File: src/rtl/hazard_forward_unit.sv
// Hazard detection and operand-forwarding controller for the in-order pipeline.
// Tracks destination metadata of in-flight instructions and derives stall, flush and EX forwarding selects.
module hazard_forward_unit #(
    parameter int REG_BITS       = 5,
    parameter int STAGES         = 3,
    parameter int BRANCH_STAGE   = 2,
    parameter int LOAD_FWD_STAGE = 3,
    parameter int CNT_W          = 16,
    localparam int SELW          = $clog2(STAGES + 1)
) (
    input  logic                clk,
    input  logic                rst_b,
    input  logic                halted,
    input  logic                id_valid,
    input  logic [REG_BITS-1:0] id_rs_num,
    input  logic [REG_BITS-1:0] id_rt_num,
    input  logic                id_rs_used,
    input  logic                id_rt_used,
    input  logic [REG_BITS-1:0] id_rd_num,
    input  logic                id_rd_we,
    input  logic                id_is_load,
    input  logic                redirect,
    output logic                stall,
    output logic                flush,
    output logic [SELW-1:0]     ex_fwd_rs_sel,
    output logic [SELW-1:0]     ex_fwd_rt_sel,
    output logic [STAGES-1:0]   stage_valid,
    output logic [CNT_W-1:0]    stall_cycles
);

    // Index k-1 of each vector describes pipeline stage k (stage 1 = EX).
    logic [STAGES-1:0]                sb_valid_r;
    logic [STAGES-1:0]                sb_we_r;
    logic [STAGES-1:0]                sb_load_r;
    logic [STAGES-1:0][REG_BITS-1:0]  sb_rd_r;
    logic [SELW-1:0]                  rs_sel_r;
    logic [SELW-1:0]                  rt_sel_r;
    logic [CNT_W-1:0]                 stall_cycles_r;

    logic [STAGES-1:0]                nxt_valid_s;
    logic [STAGES-1:0]                nxt_we_s;
    logic [STAGES-1:0]                nxt_load_s;
    logic [STAGES-1:0][REG_BITS-1:0]  nxt_rd_s;
    logic [SELW:0]                    rs_res_s;
    logic [SELW:0]                    rt_res_s;
    logic                             hazard_s;
    logic                             stall_s;
    logic                             flush_s;
    logic                             take_id_s;

    // Returns {hazard, select} for one source; the youngest matching writer decides.
    function automatic logic [SELW:0] src_lookup(
        input logic [REG_BITS-1:0]               src,
        input logic                              used,
        input logic [STAGES-1:0]                 v,
        input logic [STAGES-1:0]                 we,
        input logic [STAGES-1:0]                 ld,
        input logic [STAGES-1:0][REG_BITS-1:0]   rd
    );
        logic            found;
        logic            haz;
        logic [SELW-1:0] sel;
        found = 1'b0;
        haz   = 1'b0;
        sel   = {SELW{1'b0}};
        for (int k = 1; k <= STAGES; k++) begin
            if (!found && used && (src != {REG_BITS{1'b0}}) && v[k-1] && we[k-1] && (rd[k-1] == src)) begin
                found = 1'b1;
                if (k == STAGES) begin
                    sel = {SELW{1'b0}};
                end else if (ld[k-1] && ((k + 1) < LOAD_FWD_STAGE)) begin
                    haz = 1'b1;
                end else begin
                    sel = SELW'(k + 1);
                end
            end
        end
        return {haz, sel};
    endfunction

    // Hazard resolution and the combinational stall/flush decision.
    always_comb begin
        rs_res_s = src_lookup(id_rs_num, id_rs_used, sb_valid_r, sb_we_r, sb_load_r, sb_rd_r);
        rt_res_s = src_lookup(id_rt_num, id_rt_used, sb_valid_r, sb_we_r, sb_load_r, sb_rd_r);
        hazard_s = rs_res_s[SELW] | rt_res_s[SELW];
        flush_s  = redirect & ~halted;
        if (halted) begin
            stall_s = 1'b1;
        end else begin
            stall_s = id_valid & hazard_s & ~redirect;
        end
        take_id_s = id_valid & ~stall_s & ~flush_s;
    end

    // Next scoreboard contents: shift by one stage, bubbles for flushed or stalled slots.
    always_comb begin
        nxt_valid_s = {STAGES{1'b0}};
        nxt_we_s    = {STAGES{1'b0}};
        nxt_load_s  = {STAGES{1'b0}};
        nxt_rd_s    = {STAGES{{REG_BITS{1'b0}}}};
        if (take_id_s) begin
            nxt_valid_s[0] = 1'b1;
            nxt_we_s[0]    = id_rd_we;
            nxt_load_s[0]  = id_is_load;
            nxt_rd_s[0]    = id_rd_num;
        end else begin
            nxt_valid_s[0] = 1'b0;
        end
        for (int k = 1; k < STAGES; k++) begin
            // The redirecting instruction itself moves past BRANCH_STAGE and survives.
            if (flush_s && (k < BRANCH_STAGE)) begin
                nxt_valid_s[k] = 1'b0;
            end else begin
                nxt_valid_s[k] = sb_valid_r[k-1];
                nxt_we_s[k]    = sb_we_r[k-1];
                nxt_load_s[k]  = sb_load_r[k-1];
                nxt_rd_s[k]    = sb_rd_r[k-1];
            end
        end
    end

    // Scoreboard, forwarding selects and stall counter; all frozen while halted.
    always_ff @(posedge clk or negedge rst_b) begin
        if (!rst_b) begin
            sb_valid_r     <= {STAGES{1'b0}};
            sb_we_r        <= {STAGES{1'b0}};
            sb_load_r      <= {STAGES{1'b0}};
            sb_rd_r        <= {STAGES{{REG_BITS{1'b0}}}};
            rs_sel_r       <= {SELW{1'b0}};
            rt_sel_r       <= {SELW{1'b0}};
            stall_cycles_r <= {CNT_W{1'b0}};
        end else if (!halted) begin
            sb_valid_r <= nxt_valid_s;
            sb_we_r    <= nxt_we_s;
            sb_load_r  <= nxt_load_s;
            sb_rd_r    <= nxt_rd_s;
            rs_sel_r   <= take_id_s ? rs_res_s[SELW-1:0] : {SELW{1'b0}};
            rt_sel_r   <= take_id_s ? rt_res_s[SELW-1:0] : {SELW{1'b0}};
            if (stall_s && (stall_cycles_r != {CNT_W{1'b1}})) begin
                stall_cycles_r <= stall_cycles_r + CNT_W'(1);
            end
        end
    end

    assign stall         = stall_s;
    assign flush         = flush_s;
    assign ex_fwd_rs_sel = rs_sel_r;
    assign ex_fwd_rt_sel = rt_sel_r;
    assign stage_valid   = sb_valid_r;
    assign stall_cycles  = stall_cycles_r;

endmodule
File: config.mk
export PLATFORM = sky130hd
export DESIGN_NAME = hazard_forward_unit
export DESIGN_NICKNAME = d
export VERILOG_FILES = /design/src/rtl/hazard_forward_unit.sv
export SDC_FILE = /design/constraint.sdc
export NUM_CORES = 1
export LEC_CHECK = 0
export CAP_MARGIN = 20
export CORE_MARGIN = 4
export CORE_UTILIZATION = 52
export DETAILED_ROUTE_END_ITERATION = 8
export MAX_ROUTING_LAYER = met4
export PLACE_DENSITY = 0.9
export SKIP_CTS_REPAIR_TIMING = 1
export SLEW_MARGIN = 20
export SYNTH_ARGS = -nofsm -noshare
export SYNTH_HDL_FRONTEND = slang
export SYNTH_SLANG_ARGS = --single-unit
File: constraint.sdc
create_clock -name clk -period 5.85 [get_ports clk]
set_input_delay 1.4625 -clock clk [delete_from_list [all_inputs] [get_ports clk]]
set_output_delay 1.4625 -clock clk [all_outputs]
set_load 0.02 [all_outputs]
# After elaboration in Yosys (flattened, before gate mapping)
# Cells that the tools add are included.
# W data, S select, Z words.
# totals
reg_bits,42
input_bits,24
out_inout_bits,25
word_cells,87
# op_classes
add_sub_neg,1
eq_ne,7
mux,24
bitwise_logic,10
reduce_logical,36
# ops
cell,count
$eq A5 B5 Y1,6
$logic_and A1 B1 Y1,29
$mux W2,9
$add A16 B1 Y16 const B,1
$ne A16 B16 Y1 const B,1
$mux W1,13
$mux W5,2
$reduce_bool A5 Y1,2
$and A1 B1 Y1,5
$logic_not A1 Y1,4
$not A1 Y1,4
$reduce_and A2 Y1,1
$or A1 B1 Y1,1

# Longest topological paths before layout
# Gate-level depths: netlist (run 1).
# logic_depth
depth_word,21
ltp_mapped,8

# Least setup slack after synthesis (run 1)
# No wires, ideal clock.
# synth_timing
path_type,input -> output
from,input port id_rs_num[0]
to,output port stall
arrival_ns,2.698
t_required_ns,4.388
path_slack_ns,1.690
path_stages,5
path_buffers,0
cell_sequence,or4_1 > o21ai_2 > and4bb_4 > o21ai_2 > o21bai_1
# synth_between
elab_chain_cells,10
word_cells_on_any_way,11
cone_classes,eq/ne: 1; mux: 2; bitwise: 3; reduce/logical: 5
# synth_lines
element,line_no,text
"start, declared",15,"input logic [REG_BITS-1:0] id_rs_num,"
$reduce_bool A5 Y1,67,if (!found && used && (src != {REG_BITS{1'b0}}) && v[k-1] && we[k-1] && (rd[k-1] == src)) begin
$logic_and A1 B1 Y1 (3 in a row),67,
$logic_and A1 B1 Y1 (*),67,
$mux W1 (*),67,
$or A1 B1 Y1 (*),85,hazard_s = rs_res_s[SELW] | rt_res_s[SELW];
$and A1 B1 Y1 (*) (2 in a row),90,stall_s = id_valid & hazard_s & ~redirect;
$mux W1 (*),87,if (halted) begin
"end, declared",23,"output logic stall,"
# Mark *: on every way between the ends. The rest lies on a longest branch, timed or not.

# Worst setup path in the final report (run 1)
# layout_timing
from,input port id_rt_num[0]
to,output port stall
# layout_between
elab_chain_cells,10
word_cells_on_any_way,11
cone_classes,eq/ne: 1; mux: 2; bitwise: 3; reduce/logical: 5
# layout_lines
element,line_no,text
"start, declared",16,"input logic [REG_BITS-1:0] id_rt_num,"
$reduce_bool A5 Y1,67,
$logic_and A1 B1 Y1 (3 in a row),67,
$logic_and A1 B1 Y1 (*),67,
$mux W1 (*),67,
$or A1 B1 Y1 (*),85,
$and A1 B1 Y1 (*) (2 in a row),90,
$mux W1 (*),87,
# Marked as above.

==> results of run 1 <==
## critical path, cell delays in order
cell             delay [ps]
clkdlybuf4s50_1         460
or4_1                   530
o21ai_0                 330
nor3_1                  180
o21ai_2                 180
o21bai_1                100
clkdlybuf4s50_1         540
## power breakdown
group	internal [W]	switching, W	total, W
Clock	0.000126	0.0000869	0.000213
Combinational	0.0000318	0.0000275	0.0000593
Sequential	0.000255	0.00000875	0.000264
Total	0.000413	0.000123	0.000536
## area by class of cell
cell class	count	area, µm²	area share
clock buffers	6	72.57	0.02881
inverters	4	15.01	0.005961
well taps	46	57.56	0.02285
repair buffers	50	495.5	0.1967
multi-input cells	135	942.2	0.3741
clock inverters	2	35.03	0.01391
flip-flops and latches	36	900.9	0.3577
## cell usage in the layout (no fill, tap or decap), types with 7 or more instances in the layout
cell type	count
nand2b_1	9
o21ai_0	9
nand2_1	15
xnor2_1	13
xor2_1	22
a22o_1	10
nand4_1	7
nor2_1	11
clkdlybuf4s50_1	48
dfrtp_1	36
## routing by layer
metal,GRT usage,share of wire,routed length [µm]
met5,-,0,0
met2,0.3313,0.50,2075
met3,0.05090,0.054,228
met4,0.08189,0.021,89
met1,0.2560,0.43,1795
## metrics by stage
step                      hold slack [ps]  worst slack, ps    util  power (W)
after global placement              460.7            662.3  0.7005  0.0003258
after CTS                           491.3            598.4  0.7317  0.0005416
after floorplan                     445.0             1690       -  0.0002931
after global routing                506.8            493.5  0.7317  0.0005560
after detailed placement            473.0            602.6  0.7005  0.0003272
final                               485.1            613.5  0.7317  0.0005361
## flip-flops by register name (all words and copies together), names as in the netlist
signal / cells
nxt_rd_s: 5
sb_we_r: 2
stall_cycles: 16
sb_load_r: 1
ex_fwd_rt_sel: 2
stage_valid: 3
sb_rd_r: 5
ex_fwd_rs_sel: 2
## logic make-up after synthesis
family / Yosys count
adders and majority gates: 1
AOI/OAI and AO/OA: 28
muxes: 2
DFF: 36
and+or+nand+nor: 69
buffers and inverters: 11
xor gates and xnor gates: 35
## worst max path at each step
stage	start	endpoint	slack [ps]	depth (start not counted)
floorplan	id_rs_num[0]	stall	1690	5
CTS	id_rt_num[0]	stall	600	7
detailed placement	id_rt_num[0]	stall	600	7
global route	id_rt_num[0]	stall	490	7
global placement	id_rt_num[0]	stall	660	7
finish	id_rt_num[0]	stall	610	7
==> impl_metrics.json, run 1 <==
{
  "syn_area_um2": 1899,
  "drt_iter0_markers": 61,
  "rsz0062_at_grt": "no",
  "setup_viol": 0,
  "final_nets": 257,
  "stdcell_area_um2": 2519,
  "maxSlewHeadroom": 0.6627,
  "timing.rr.start": "sb_rd_r[4]",
  "synth_nets": 207,
  "fmax_mhz": 191.0,
  "grt_pass1_vias": 1483,
  "die_h_um": 68.44,
  "async_reset_ff_frac": 1.000,
  "ir_drop_mv": 0.1239,
  "skew_ps": 5.133,
  "synth_top_family_by_area": "simple AND/OR/NAND/NOR gates",
  "core_um2": 3442,
  "placed_cell_area_um2": 2411,
  "num_io_pins": 49,
  "min_period_ps": 5237,
  "start_util": 0.5518,
  "rows": 21,
  "criticalPathCategory": "input port to output port",
  "status": "finished, final reports clean",
  "yosysMostFrequentCell": "dfrtp_1",
  "synth.avg_cell_area_um2": 10.44,
  "clock_latency_ps": 290,
  "antennaDiodeCount": 0,
  "globalplace.congestion": 0.8928,
  "hold_end": "ex_fwd_rt_sel[0]",
  "synth-main-ff-cell": "dfrtp_1",
  "worstPathMaxFanout": 3,
  "synth.area.top_cells": "dfrtp_1, xor2_1, xnor2_1",
  "synth-adder-area-share": 0.006588,
  "hold_start": "ex_fwd_rt_sel[0]",
  "finalSetupTns_ps": 0,
  "synth_top_cell_by_area": "dfrtp_1",
  "synth_edf_count": 0,
  "leakage_nw": 1.100,
  "gr-total-overflow": 0,
  "dr.pass1.iters": 4,
  "dieArea_um2": 4683,
  "min_period_over_period": 0.8951,
  "crit_path_start_kind": "input port",
  "synth-compound-area-share": 0.1159,
  "synthMuxAreaShare": 0.01383,
  "synth_top_area_share": 0.4743,
  "grt_pass1_wl_mm": 6.879,
  "gr-usage-all-layers": 0.2091,
  "dieWidth_um": 68.44,
  "vias_per_cell": 5.351,
  "slew_violations": 0,
  "synth.distinct_cells": 35,
  "yosys.area_share.simple": 0.1983,
  "detail_route.wirelength_mm": 4.189,
  "syn_to_final_growth_pct": 32.61,
  "synth_xor_area_frac": 0.1614,
  "hpwlAfterDp_mm": 3.130,
  "dr_total_vias": 1493,
  "worstRegToRegCells": 6,
  "clock_path_buffers": 2,
  "yosysSeqAreaShare": 0.4743,
  "final_hold_viol_count": 0,
  "synth_commonest_cells": "dfrtp_1, xor2_1, nand2_1",
  "numPortBuffers": 48,
  "power_density_nw_per_um2": 212.9,
  "cp.arrival_ps": 3770,
  "cts_buffers": 5,
  "grt_max_degree": 37,
  "r2r-end": "stall_cycles[15]",
  "h-tree-depth": 2,
  "cts_root_buffer": "clkbuf_8",
  "min_path_type": "register to register",
  "endpoint_kind": "output port",
  "yosysWarningCount": 0,
  "worst-slew-pin-transition_ps": 505.7,
  "drc": 0,
  "cts.sink_count": 36,
  "whs_path_depth": 1,
  "maxCapViolations": 0,
  "antenna_found_initial": 0,
  "antenna_left": 0,
  "wl_per_cell_um": 15.01,
  "r2r_slack_ps": 3640,
  "synthCells": 182,
  "clkSlewWorstSetupHoldPaths_ps": 70,
  "dp.cells": 271,
  "synth-seq-cells": 36,
  "cts_tree": "built",
  "crit_required_ps": 4390,
  "fill_cells": 245,
  "final_cells": 279,
  "drive_above_1_share": 0.08584
}
Power figures use the tool's default switching activity.
==> inputs of run 2 (changes only) <==
--- a/config.mk
+++ b/config.mk
@@ -5,12 +5,12 @@
 export SDC_FILE = /design/constraint.sdc
 export NUM_CORES = 1
 export LEC_CHECK = 0
-export CAP_MARGIN = 20
+export CAP_MARGIN = 10
 export CORE_MARGIN = 4
-export CORE_UTILIZATION = 52
+export CORE_UTILIZATION = 30
 export DETAILED_ROUTE_END_ITERATION = 8
 export MAX_ROUTING_LAYER = met4
-export PLACE_DENSITY = 0.9
+export PLACE_DENSITY = 0.6
 export SKIP_CTS_REPAIR_TIMING = 1
 export SLEW_MARGIN = 20
 export SYNTH_ARGS = -nofsm -noshare
==> run 2 against run 1 <==
Effect of this change: critical path depth unchanged; first-iteration DRC count down 52%; cell area up 0.99%; core utilization down 31 points; clock skew down 1.2 ps; setup slack worse by 10 ps; hold slack worse by 6.3 ps; combinational power about the same; global-route usage down 8.6 points; clock power down 11%.
==> impl_metrics.json, run 2 (synthesis results as in run 1) <==
{
  "critPathMaxStageDelay_ps": 540,
  "grt_pass1_wl_mm": 7.217,
  "dp.cells": 300,
  "dieWidth_um": 87.57,
  "h-tree-depth": 2,
  "final_cell_mix": "clkdlybuf4s50_1, dfrtp_1, xor2_1, nand2_1, xnor2_1",
  "wl_per_cell_um": 13.72,
  "crit_slowest_cell": "clkdlybuf4s50_1",
  "ir_drop_mv": 0.06840,
  "drive_above_1_share": 0.08621,
  "min_period_ps": 5247,
  "cts_root_buffer": "clkbuf_8",
  "dr_total_vias": 1456,
  "num_io_pins": 49,
  "dr.pass1.iters": 4,
  "hpwlAfterDp_mm": 3.236,
  "grt-busiest-layer": "met2",
  "finalSetupTns_ps": 0,
  "cts_tree": "built",
  "fmax_mhz": 190.6,
  "globalplace.congestion": 0.8866,
  "final_cells": 307,
  "grt_max_degree": 37,
  "cts_buffers": 5,
  "crit_required_ps": 4390,
  "worstPathMaxFanout": 3,
  "antenna_left": 0,
  "setup_viol": 0,
  "fill_cells": 610,
  "setup_ws_ps": 603.0,
  "detail_route.wirelength_mm": 4.213,
  "gr-total-overflow": 0,
  "status": "finished, final reports clean",
  "r2r_slack_ps": 3600,
  "endpoint_kind": "output port",
  "cpMostUsedCell": "clkdlybuf4s50_1",
  "dieArea_um2": 7669,
  "skew_ps": 3.936,
  "vias_per_cell": 4.743,
  "die_h_um": 87.57,
  "power_density_nw_per_um2": 201.4,
  "pre_cts_ws_ps": 558.2,
  "leakage_nw": 1.095,
  "final_nets": 257,
  "gr-usage-all-layers": 0.1227,
  "clock_path_buffers": 2,
  "rsz0062_at_grt": "no",
  "core_um2": 6026,
  "syn_to_final_growth_pct": 33.93,
  "grt_util_met1": 0.1633,
  "antennaDiodeCount": 0,
  "min_period_over_period": 0.8969,
  "maxCapViolations": 0,
  "use_met3": 0.02258,
  "grt_pass1_vias": 1497,
  "crit_path_start_kind": "input port",
  "layout_commonest_cell": "clkdlybuf4s50_1",
  "crit_path_cell_trace": "clkdlybuf4s50_1 -> or4_1 -> o21ai_0 -> nor3_1 -> o21ai_2 -> o21bai_1 -> clkdlybuf4s50_1",
  "min_path_type": "register to register",
  "rows": 28,
  "drc": 0,
  "cts.sink_count": 36,
  "criticalPathCategory": "input port to output port",
  "largest_register_ff_count": 16,
  "drt_iter0_markers": 29,
  "maxSlewHeadroom": 0.6544,
  "clock_latency_ps": 280,
  "start_util": 0.3152,
  "cp.arrival_ps": 3780,
  "final_hold_viol_count": 0,
  "antenna_found_initial": 0,
  "grt_util_met2": 0.1918,
  "worst-slew-pin-transition_ps": 516.8,
  "clkSlewWorstSetupHoldPaths_ps": 70,
  "slew_violations": 0,
  "numPortBuffers": 48
}
[run 2: changes by cell type in the layout (fill, tap and decap cells not counted)]
cell,previous run,this run
clkbuf_8,5,7
clkbuf_1,1,0
clkinv_2,1,0
bufinv_16,1,0
[run 2: where the power goes]
part	internal [W]	switching, W
Combinational	0.0000318	0.0000276
Sequential	0.000255	0.00000800
Clock	0.000105	0.0000852
Total	0.000391	0.000121
[run 2: cell type report]
| cell class | instances | area (µm²) | area share |
|---|---|---|---|
| Clock buffer | 7 | 96.34 | 0.03788 |
| Timing Repair Buffer | 50 | 495.5 | 0.1948 |
| Tap cell | 75 | 93.84 | 0.03689 |
| Inverter | 4 | 15.01 | 0.005903 |
| Multi-Input combinational cell | 135 | 942.2 | 0.3704 |
| Sequential cell | 36 | 900.9 | 0.3542 |
[run 2: layer usage]
metal	wire length (µm)	up-vias
li1	-	731
met1	1994	700
met2	2052	23
met3	134	2
met4	31	0
met5	0	-
[run 2: worst paths after layout]
check | start | to | cells past startpoint
max in group asynchronous | rst_b | sb_rd_r[1] | 2
worst min register to register | sb_we_r[1] | sb_we_r[1] | 2
worst min-delay path | sb_we_r[1] | sb_we_r[1] | 2
worst max register to register | sb_rd_r[4] | stall_cycles[14] | 6
min in group asynchronous | rst_b | stall_cycles[10] | 2
worst max-delay path | id_rt_num[0] | stall | 7
[run 2: stage by stage]
stage                     utilization  area (µm²)  hold slack (ps)  total power, W
final                          0.4221        2544            478.8       0.0005122
after global placement         0.4061        2447            459.1       0.0003276
after detailed placement       0.4061        2447            465.4       0.0003280
after floorplan                     -        1899            445.0       0.0002931
after global routing           0.4221        2544            507.4       0.0005337
after CTS                      0.4221        2544            483.0       0.0005193
[run 2: critical path, delay by kind of cell]
family,cells,cell delay [ps]
compound gates,3,600
buf+inv,2,1000
simple gates,2,710
